===== config.mk =====
export PLATFORM = sky130hd
export DESIGN_NAME = mul_seq_ctrl
export DESIGN_NICKNAME = d
export VERILOG_FILES = /design/src/rtl/mul_seq_ctrl.sv
export SDC_FILE = /design/constraint.sdc
export NUM_CORES = 1
export LEC_CHECK = 0
export ABC_AREA = 1
export ABC_CLOCK_PERIOD_IN_PS = 19700
export BUFFER_PORTS_ARGS = -buffer_cell sky130_fd_sc_hd__buf_2
export CAP_MARGIN = 20
export CORE_MARGIN = 3
export CORE_UTILIZATION = 25
export DETAILED_ROUTE_END_ITERATION = 7
export GPL_ROUTABILITY_DRIVEN = 0
export MAX_ROUTING_LAYER = met4
export PLACE_DENSITY_LB_ADDON = 0.1
export SLEW_MARGIN = 20
export SYNTH_ARGS = -nofsm -noshare
export SYNTH_HDL_FRONTEND = slang
export SYNTH_SLANG_ARGS = --single-unit
export TNS_END_PERCENT = 1

===== constraint.sdc =====
create_clock -name clk -period 19.7 [get_ports clk]
set_input_delay 2.955 -clock clk [delete_from_list [all_inputs] [get_ports clk]]
set_output_delay 2.955 -clock clk [all_outputs]
set_load 0.01 [all_outputs]

===== src/rtl/mul_seq_ctrl.sv =====
// mul_seq_ctrl: word-serial front/back end for the 128x128 shift-add multiplier.
// Gathers two OPW-bit operands from a DW-bit valid/ready stream, launches the
// multiplier, captures its 2*OPW-bit product and streams it out LS word first.
// Optional feature macro: MUL_TIMEOUT_EN (abort a RUN that exceeds TIMEOUT cycles).
module mul_seq_ctrl #(
   parameter int DW      = 32,
   parameter int OPW     = 128,
   parameter int TIMEOUT = 300
) (
   input  logic             clk,
   input  logic             rst,
   input  logic             in_valid,
   output logic             in_ready,
   input  logic [DW-1:0]    in_data,
   output logic             out_valid,
   input  logic             out_ready,
   output logic [DW-1:0]    out_data,
   output logic             out_last,
   output logic             mul_start,
   output logic [OPW-1:0]   mul_ain,
   output logic [OPW-1:0]   mul_bin,
   input  logic [2*OPW-1:0] mul_yout,
   input  logic             mul_done,
   output logic             busy,
   output logic             err
);

   // Words per operand; the product has the same word count as both operands together.
   localparam int NW = OPW / DW;
   localparam int TW = 2 * NW;
   localparam int CW = (TW > 1) ? $clog2(TW) : 1;
   localparam logic [CW-1:0] LASTW = CW'(TW - 1);
   localparam logic [CW-1:0] NW_C  = CW'(NW);

   typedef enum logic [1:0] {
      ST_LOAD = 2'b00,
      ST_RUN  = 2'b01,
      ST_OUT  = 2'b10
   } state_t;

   state_t           state_r, state_nx;
   logic [CW-1:0]    cnt_r, cnt_nx;     // input word index in LOAD, output word index in OUT
   logic             pend_r, pend_nx;   // operands complete, launch held off by a stale mul_done
   logic [2*OPW-1:0] prod_r, prod_nx;
   logic [OPW-1:0]   ain_nx, bin_nx;
   logic [CW-1:0]    slot_s;
   logic             in_ready_nx, out_valid_nx, out_last_nx, mul_start_nx, busy_nx;
   logic [DW-1:0]    out_data_nx;

`ifdef MUL_TIMEOUT_EN
   localparam int TMW = $clog2(TIMEOUT + 1);
   logic [TMW-1:0] timer_r, timer_nx;
   logic           err_r, err_nx;
   assign err = err_r;
`else
   assign err = 1'b0;
`endif

   // Next-state, operand/product update and next-output decode.
   always_comb begin
      state_nx = state_r;
      cnt_nx   = cnt_r;
      pend_nx  = pend_r;
      prod_nx  = prod_r;
      ain_nx   = mul_ain;
      bin_nx   = mul_bin;
      slot_s   = {CW{1'b0}};
`ifdef MUL_TIMEOUT_EN
      timer_nx = timer_r;
      err_nx   = err_r;
`endif
      case (state_r)
         ST_LOAD: begin
`ifdef MUL_TIMEOUT_EN
            timer_nx = {TMW{1'b0}};
`endif
            if (pend_r) begin
               // Launch only once the previous done has been withdrawn.
               if (!mul_done) begin
                  pend_nx  = 1'b0;
                  state_nx = ST_RUN;
               end else begin
                  pend_nx  = 1'b1;
               end
            end else if (in_valid && in_ready) begin
               if (cnt_r < NW_C) begin
                  slot_s = cnt_r;
                  ain_nx[slot_s*DW +: DW] = in_data;
               end else begin
                  slot_s = cnt_r - NW_C;
                  bin_nx[slot_s*DW +: DW] = in_data;
               end
               if (cnt_r == LASTW) begin
                  cnt_nx = {CW{1'b0}};
                  if (mul_done) begin
                     pend_nx  = 1'b1;
                  end else begin
                     state_nx = ST_RUN;
                  end
               end else begin
                  cnt_nx = cnt_r + CW'(1);
               end
            end else begin
               state_nx = ST_LOAD;
            end
         end
         ST_RUN: begin
            if (mul_done) begin
               prod_nx  = mul_yout;
               cnt_nx   = {CW{1'b0}};
               state_nx = ST_OUT;
`ifdef MUL_TIMEOUT_EN
            end else if (timer_r == TMW'(TIMEOUT - 1)) begin
               // Abort with a recognisable all-ones product so the stream drains.
               err_nx   = 1'b1;
               prod_nx  = {(2*OPW){1'b1}};
               cnt_nx   = {CW{1'b0}};
               state_nx = ST_OUT;
            end else begin
               timer_nx = timer_r + TMW'(1);
`else
            end else begin
               state_nx = ST_RUN;
`endif
            end
         end
         ST_OUT: begin
            if (out_valid && out_ready) begin
               if (cnt_r == LASTW) begin
                  cnt_nx   = {CW{1'b0}};
                  state_nx = ST_LOAD;
               end else begin
                  cnt_nx   = cnt_r + CW'(1);
               end
            end else begin
               state_nx = ST_OUT;
            end
         end
         default: begin
            state_nx = ST_LOAD;
            cnt_nx   = {CW{1'b0}};
            pend_nx  = 1'b0;
         end
      endcase

      in_ready_nx  = (state_nx == ST_LOAD) && !pend_nx;
      out_valid_nx = (state_nx == ST_OUT);
      out_last_nx  = (state_nx == ST_OUT) && (cnt_nx == LASTW);
      mul_start_nx = (state_nx == ST_RUN);
      busy_nx      = !((state_nx == ST_LOAD) && (cnt_nx == {CW{1'b0}}) && !pend_nx);
      out_data_nx  = prod_nx[cnt_nx*DW +: DW];
   end

   // State, data and output registers; rst clears everything immediately.
   always_ff @(posedge clk or posedge rst) begin
      if (rst) begin
         state_r   <= ST_LOAD;
         cnt_r     <= {CW{1'b0}};
         pend_r    <= 1'b0;
         prod_r    <= {(2*OPW){1'b0}};
         mul_ain   <= {OPW{1'b0}};
         mul_bin   <= {OPW{1'b0}};
         in_ready  <= 1'b1;
         out_valid <= 1'b0;
         out_last  <= 1'b0;
         mul_start <= 1'b0;
         busy      <= 1'b0;
         out_data  <= {DW{1'b0}};
      end else begin
         state_r   <= state_nx;
         cnt_r     <= cnt_nx;
         pend_r    <= pend_nx;
         prod_r    <= prod_nx;
         mul_ain   <= ain_nx;
         mul_bin   <= bin_nx;
         in_ready  <= in_ready_nx;
         out_valid <= out_valid_nx;
         out_last  <= out_last_nx;
         mul_start <= mul_start_nx;
         busy      <= busy_nx;
         out_data  <= out_data_nx;
      end
   end

`ifdef MUL_TIMEOUT_EN
   // RUN cycle counter and sticky timeout flag.
   always_ff @(posedge clk or posedge rst) begin
      if (rst) begin
         timer_r <= {TMW{1'b0}};
         err_r   <= 1'b0;
      end else begin
         timer_r <= timer_nx;
         err_r   <= err_nx;
      end
   end
`endif

endmodule


==> results of run 1 <==
==> registers in the layout (all words and copies together) (netlist names) <==
| name | flops |
|---|---|
| cnt_r | 3 |
| mul_ain | 128 |
| busy | 1 |
| prod_r | 256 |
| mul_bin | 128 |
| out_data | 32 |
| mul_start | 1 |
| state_r | 2 |
| pend_r | 1 |
| in_ready | 1 |
| out_last | 1 |
| out_valid | 1 |
==> cell families (layout without fill, tap and decap cells) <==
family,Yosys count,after routing
compound gates,521,521
fa+ha+maj,10,10
buf+inv,760,1319
flops,555,555
other cells,1,18
simple gates,1162,1162
==> metrics by stage <==
step / setup WS [ns] / cell area [um^2]
final: 12.87 / 31200
after CTS: 12.93 / 31200
after global placement: 12.23 / 28800
after floorplan: 1.23 / 24800
after detailed placement: 12.23 / 28800
after global routing: 12.37 / 31200
==> cell type report <==
class | count | share of cell area [%]
clock inverter | 19 | 0.810
multi-input combinational | 1694 | 25.5
sequential | 555 | 44.5
timing repair buffer | 614 | 10.2
inverter | 578 | 6.99
tap | 1276 | 5.11
antenna | 17 | 0.136
clock buffer | 108 | 6.78
==> worst paths after layout <==
check,depth (start not counted),slack [ns],to
min reg2reg,2,0.47,mul_bin[47]$_DFFE_PP0P_
max in group asynchronous,5,14.17,out_data[27]$_DFF_PP0_
max,13,12.87,out_data[23]$_DFF_PP0_
min,2,0.47,mul_bin[47]$_DFFE_PP0P_
min in group asynchronous,2,2.41,prod_r[255]$_DFF_PP0_
max reg2reg,14,14.55,out_data[23]$_DFF_PP0_
==> synthesized netlist by cell type, types with 2 or more instances <==
library cell  number
o21ai_1            8
inv_1            572
nand2_1          846
inv_2              5
buf_4             21
buf_6              6
nand4_2            2
nor3_1             2
nand2_2            2
clkbuf_1          95
nor2_1            27
nand3_1          275
nand4_1            4
o21ai_0          412
ha_1              10
buf_2             53
nor2_2             2
o211ai_1           2
o31ai_1           68
o31ai_2           28
dfrtp_1          554
buf_1              7
==> critical path: cells and delay by family <==
kind	cells	cell delay, ns
buffers and inverters	5	3.28
and+or+nand+nor	7	0.76
AOI/OAI and AO/OA	1	0.13
==> cells in the final DEF (no fill, tap or decap), types with 3 or more instances in the layout <==
cell | netlist | final
nand2_1 | 846 | 841
buf_2 | 53 | 585
inv_1 | 572 | 571
dfrtp_1 | 554 | 554
o21ai_0 | 412 | 412
nand3_1 | 275 | 273
clkbuf_16 | 0 | 72
o31ai_1 | 68 | 68
o31ai_2 | 28 | 28
nor2_1 | 27 | 27
buf_4 | 21 | 27
clkbuf_1 | 95 | 18
clkbuf_8 | 0 | 18
diode_2 | 0 | 17
ha_1 | 10 | 10
clkinv_2 | 0 | 9
o21ai_1 | 8 | 8
inv_2 | 5 | 4
nand4_1 | 4 | 4
nand2_2 | 2 | 3
nand2_4 | 0 | 3
clkinv_8 | 0 | 3
==> layer usage <==
layer	global-route usage [%]	vias up	share of wire, %
li1	-	10400	-
met1	26.2	10100	44
met2	32.4	578	47
met3	5.27	131	6.5
met4	5.58	0	2.8
met5	-	-	0
==> power by group <==
| part | internal, mW | leakage (nW) | switching (mW) |
|---|---|---|---|
| sequential | 1.62 | 6.63 | 0.198 |
| clock | 0.776 | 1.16 | 0.552 |
| combinational | 0.757 | 9.06 | 1.83 |
==> impl_metrics.yaml, run 1 <==
outcome:
  status: "completed"
pwr:
  p_total_mw: 5.73
  p_per_area_nw_per_um2: 183
  ir_worst_vdd_mv: 0.119
  power_leakage_nw: 16.9
clocking:
  clk_latency_ns: 0.64
  cts_tree: "yes"
  cts_buffers: 72
  cts.path.max_buffers: 3
  hold_buffers: 0
  h-tree-depth: 3
  cts.repair.resized: 0
  cts.clk_slew.worst_paths_ns: 0.06
  clock-sinks: 555
  cts-root-buf: "clkbuf_16"
  post-cts-setup-buffers: 0
finish:
  drive_above_1_share_pct: 21.7
  nets: 3818
  final_util_pct: 32.0
  fin_cells: 4861
  seqCellArea_um2: 13900
  num-fill-cells: 10700
  area_growth_pct: 25.8
  multiInputGateArea_um2: 7970
sta:
  slew_headroom_pct: 30.2
  fin_hold_ws_ns: 0.475
  tightest_slew_ns: 1.05
  maxSlewViolCount: 0
  fmax_mhz: 146
  rsz0062_at_grt: "no"
  fin_crit_sh_pct: 34.7
  fin_setup_tns_ns: 0
  final-setup-viol-count: 0
  fin_crit_ns: 6.83
  fin_skew_ns: 0.0217
  hold_violations: 0
setup_path:
  cp_cell_sequence: "buf_2 > nand2_4 > buf_4 > buf_4 > buf_4 > buf_4 > nand2_1 > o21ai_0 > nand3_1 > nand3_1 > nand2_1 > nand2_1 > nand2_1"
  critPathKind: "input port to flop"
  arrival_ns: 7.33
  critPathMaxStageDelay_ns: 0.87
  cp-end-kind: "flop"
  worstReg2RegStart: "state_r[1]$_DFF_PP0_"
  cp_max_fo: 108
  required_ns: 20.19
  startpoint: "mul_done"
  crit_path_start_kind: "input port"
  slowest_stage: "buf_4"
place:
  dpl.cell_count: 4716
  dp_hpwl_um: 74200
  portBuffers: 585
yosys:
  synthDominantCellAreaShare_pct: 55.9
  synth_fp_nets: 3312
  synth_edf_count: 0
  yosys.area_share.adder_pct: 0.504
  synth_cells: 3009
  synth_compound_area_share_pct: 12.1
  synth_xor_area_share_pct: 0
  postSynthAreaPerCell_um2: 8.25
  synthTopCellsByArea: "dfrtp_1, nand2_1, inv_1"
  async_reset_ff_share_pct: 100
  synth-main-ff-cell: "dfrtp_1"
  yosys.area.top_type: "dfrtp_1"
  ys_ff_latch: 555
  yosysSeqAreaShare_pct: 56.0
  ys_warn_count: 0
  muxShareOfSynthArea_pct: 0
  synth_top_family_by_area: "simple AND/OR/NAND/NOR gates"
  synth-simple-area-share_pct: 19.2
  synth_cell_type_count: 30
  netlist_area_um2: 24800
floorplanning:
  core_um2: 97600
  die-area_um2: 103000
  die_h_um: 321
  fp-row-count: 114
  initial_utilization_pct: 25.4
  dieWidth_um: 321
  io-pin-count: 587
run:
  max_cap_viol_count: 0
hold_path:
  holdCritStartpoint: "mul_bin[47]$_DFFE_PP0P_"
  min_path_type: "flop to flop"
route:
  dr.pass1.iters: 5
  ant_nets: 0
  drc_errors: 0
  vias: 21200
  drt_iter0_drc: 1566
  drt-total-wl_um: 105000
  avgRoutedWirePerCell_um: 21.6
  via_per_inst: 4.36
global_routing:
  antenna_found_initial: 32
  grt_pass1_vias: 20700
  grt_usage_pct: 20.6
  grt_max_degree: 150
  grt_overflow_total: 0
  grt_pass1_wl_um: 152000
Note: power is estimated with default switching activity, not from simulation.
==> inputs of run 2 (changes only) <==
--- a/config.mk
+++ b/config.mk
@@ -5,8 +5,8 @@
 export SDC_FILE = /design/constraint.sdc
 export NUM_CORES = 1
 export LEC_CHECK = 0
-export ABC_AREA = 1
-export ABC_CLOCK_PERIOD_IN_PS = 19700
+export ABC_AREA = 0
+export ABC_CLOCK_PERIOD_IN_PS = 5800
 export BUFFER_PORTS_ARGS = -buffer_cell sky130_fd_sc_hd__buf_2
 export CAP_MARGIN = 20
 export CORE_MARGIN = 3
==> constraint.sdc (replaced) <==
create_clock -name clk -period 5.8 [get_ports clk]
set_input_delay 0.87 -clock clk [delete_from_list [all_inputs] [get_ports clk]]
set_output_delay 0.87 -clock clk [all_outputs]
set_load 0.01 [all_outputs]
==> run 2 against run 1 <==
  * Area after synthesis is 8.5% lower
  * Critical path depth down 4
  * Combinational power rose by 90%
==> impl_metrics.yaml, run 2 <==
place:
  dp_hpwl_um: 57200
  dpl.cell_count: 3250
  portBuffers: 585
clocking:
  cts.repair.resized: 0
  cts_buffers: 69
  clk_latency_ns: 0.61
  post-cts-setup-buffers: 0
  hold_buffers: 0
  cts.path.max_buffers: 3
  cts.clk_slew.worst_paths_ns: 0.05
  cts_tree: "yes"
  clock-sinks: 555
  h-tree-depth: 3
  cts-root-buf: "clkbuf_16"
sta:
  tightest_slew_ns: 1.05
  fin_hold_ws_ns: 0.366
  final-setup-viol-count: 0
  fmax_mhz: 265
  fin_skew_ns: 0.0221
  rsz0062_at_grt: "no"
  maxSlewViolCount: 0
  fin_crit_ns: 3.77
  fin_crit_sh_pct: 64.9
  hold_violations: 0
  slew_headroom_pct: 30.0
  fin_setup_tns_ns: 0
route:
  drt-total-wl_um: 79300
  wl_met2_um: 38400
  drc_errors: 0
  wl_met3_um: 6770
  dr.max_layer_used: "met4"
  drt-met1-wl_um: 32700
  drt_iter0_drc: 718
  avgRoutedWirePerCell_um: 23.2
  ant_nets: 0
  vias: 14900
  via_per_inst: 4.37
  dr.pass1.iters: 4
pwr:
  swShare_pct: 32.7
  p_clk_share_pct: 29.2
  power_leakage_nw: 15.1
  seq_power_share_pct: 37.7
  ir_worst_vdd_mv: 0.229
  p_per_area_nw_per_um2: 505
  intPower_mw: 9.99
  power.switching_mw: 4.84
  combPwrFrac_pct: 33.1
setup_path:
  timing.rr.end: "out_data[30]$_DFF_PP0_"
  cp-end-kind: "flop"
  cp_max_fo: 77
  critPathMaxStageDelay_ns: 0.62
  arrival_ns: 4.25
  startpoint: "state_r[1]$_DFF_PP0_"
  critPathKind: "flop to flop"
  crit_path_start_kind: "flop"
  slowest_stage: "inv_6"
  endpoint: "out_data[30]$_DFF_PP0_"
  cp_cell_sequence: "inv_1 > ha_1 > nand4b_1 > a2111oi_4 > a21oi_4 > inv_6 > buf_4 > mux2_2 > a221o_1"
  required_ns: 6.28
  worstReg2RegStart: "state_r[1]$_DFF_PP0_"
  r2r_cells: 9
  r2r_slack_ns: 2.03
floorplanning:
  core_um2: 89200
  dieWidth_um: 307
  initial_utilization_pct: 25.5
  die_h_um: 307
  io-pin-count: 587
  fp-row-count: 109
  die-area_um2: 94500
yosys:
  yosys.area.top_type: "dfrtp_1"
  synthDominantCellAreaShare_pct: 61.0
  synth_fp_nets: 1871
  yosysSeqAreaShare_pct: 61.1
  synthTopCellsByArea: "dfrtp_1, mux2_2, mux2i_1"
  synth_cells: 1568
  yosysMostFrequentCell: "dfrtp_1"
  synth_cell_type_count: 49
  netlist_area_um2: 22700
  synth_top_cells_by_count: "dfrtp_1, mux2_2, nand2_1, o21ai_0, mux2i_1"
  synth_edf_count: 0
  postSynthAreaPerCell_um2: 14.5
  synth-main-ff-cell: "dfrtp_1"
  ys_ff_latch: 555
  async_reset_ff_share_pct: 100
  ys_warn_count: 0
finish:
  layout_common_cells: "buf_2, dfrtp_1, mux2_2"
  largest_register_ffs: 256
  regMostFlops: "prod_r"
  drive_above_1_share_pct: 55.8
  fin_cells: 3417
  area_growth_pct: 29.3
  nets: 2459
  mostFrequentLayoutCell: "buf_2"
  reg_top3: "prod_r x256, mul_ain x128, mul_bin x128"
global_routing:
  grt_overflow_total: 0
  grt_pass1_wl_um: 115000
  antenna_found_initial: 57
  grt_pass1_vias: 16000
  grt_max_degree: 152
  grt_usage_pct: 17.0
outcome:
  status: "completed"
hold_path:
  min_path_type: "input port to async pin"
run:
  max_cap_viol_count: 0
[run 2: cell count changes after synthesis, moves of 39 or more]
| cell | delta |
|---|---|
| inv_1 | -563 |
| o31ai_1 | -68 |
| o21ai_0 | -344 |
| buf_2 | -39 |
| mux2i_1 | +65 |
| nand2_1 | -740 |
| clkbuf_1 | -41 |
| nand3_1 | -271 |
| mux2_2 | +494 |
[run 2: per-layer routing]
layer	up-vias	track usage, %
met5	-	-
met1	7532	20.1
li1	6860	-
met2	433	27.5
met3	94	5.94
met4	0	4.83
[run 2: cell families after synthesis]
kind of cell | Yosys count | synth area share, %
buffers and inverters | 104 | 2.12
adder cells (fa/ha/maj) | 10 | 0.551
other | 1 | 0.0165
multiplexers | 573 | 28.0
AO/OA/AOI/OAI | 149 | 4.56
flip-flops | 555 | 61.1
AND/OR/NAND/NOR | 176 | 3.56
[run 2: cell type report]
class,instances,area (um^2)
flip-flops and latches,555,13900
repair buffers,610,3190
diodes,44,110
clock inverters,25,334
inverters,11,50.0
fillers,9023,59800
multi-input cells,909,8390
clock buffers,98,1960
well taps,1165,1460
[run 2: stage by stage]
stage	power, mW	setup slack (ns)	util (%)	area [um^2]
5_1_grt	15.8	1.77	32.9	29400
2_1_floorplan	8.78	-2.62	-	22700
6_report	14.8	2.03	32.9	29400
3_5_place_dp	10.7	1.82	30.2	27000
3_3_place_gp	10.6	1.89	30.2	27000
4_1_cts	15.2	2.00	32.8	29300
[run 2: worst min-delay path by stage]
stage                                       start                       to  slack (ns)  depth (start not counted)
after floorplan             prod_r[131]$_DFF_PP0_    prod_r[131]$_DFF_PP0_        0.47                          1
after global placement    mul_ain[25]$_DFFE_PP0P_  mul_ain[25]$_DFFE_PP0P_        0.46                          2
after detailed placement  mul_bin[75]$_DFFE_PP0P_  mul_bin[75]$_DFFE_PP0P_        0.47                          2
after CTS                                     rst    prod_r[166]$_DFF_PP0_        0.34                          2
after global routing                          rst    prod_r[166]$_DFF_PP0_        0.38                          2
final                                         rst    prod_r[134]$_DFF_PP0_        0.37                          2
[run 2: power groups by stage]
stage / Sequential (mW) / Clock (mW) / Combinational (mW)
2_1_floorplan: 5.86 / 0 / 2.92
3_3_place_gp: 5.64 / 0 / 4.99
3_5_place_dp: 5.67 / 0 / 5.05
4_1_cts: 5.60 / 4.51 / 5.05
5_1_grt: 5.73 / 4.69 / 5.37
6_report: 5.59 / 4.33 / 4.91
[run 2: worst max-delay path, delay by kind of cell (launching register included)]
| kind | cells | cell delay, ns |
|---|---|---|
| buffers and inverters | 3 | 1.15 |
| AOI/OAI and AO/OA | 3 | 0.97 |
| and+or+nand+nor | 1 | 0.30 |
| muxes | 1 | 0.37 |
| DFF | 1 | 0.43 |
| adders and majority gates | 1 | 0.28 |
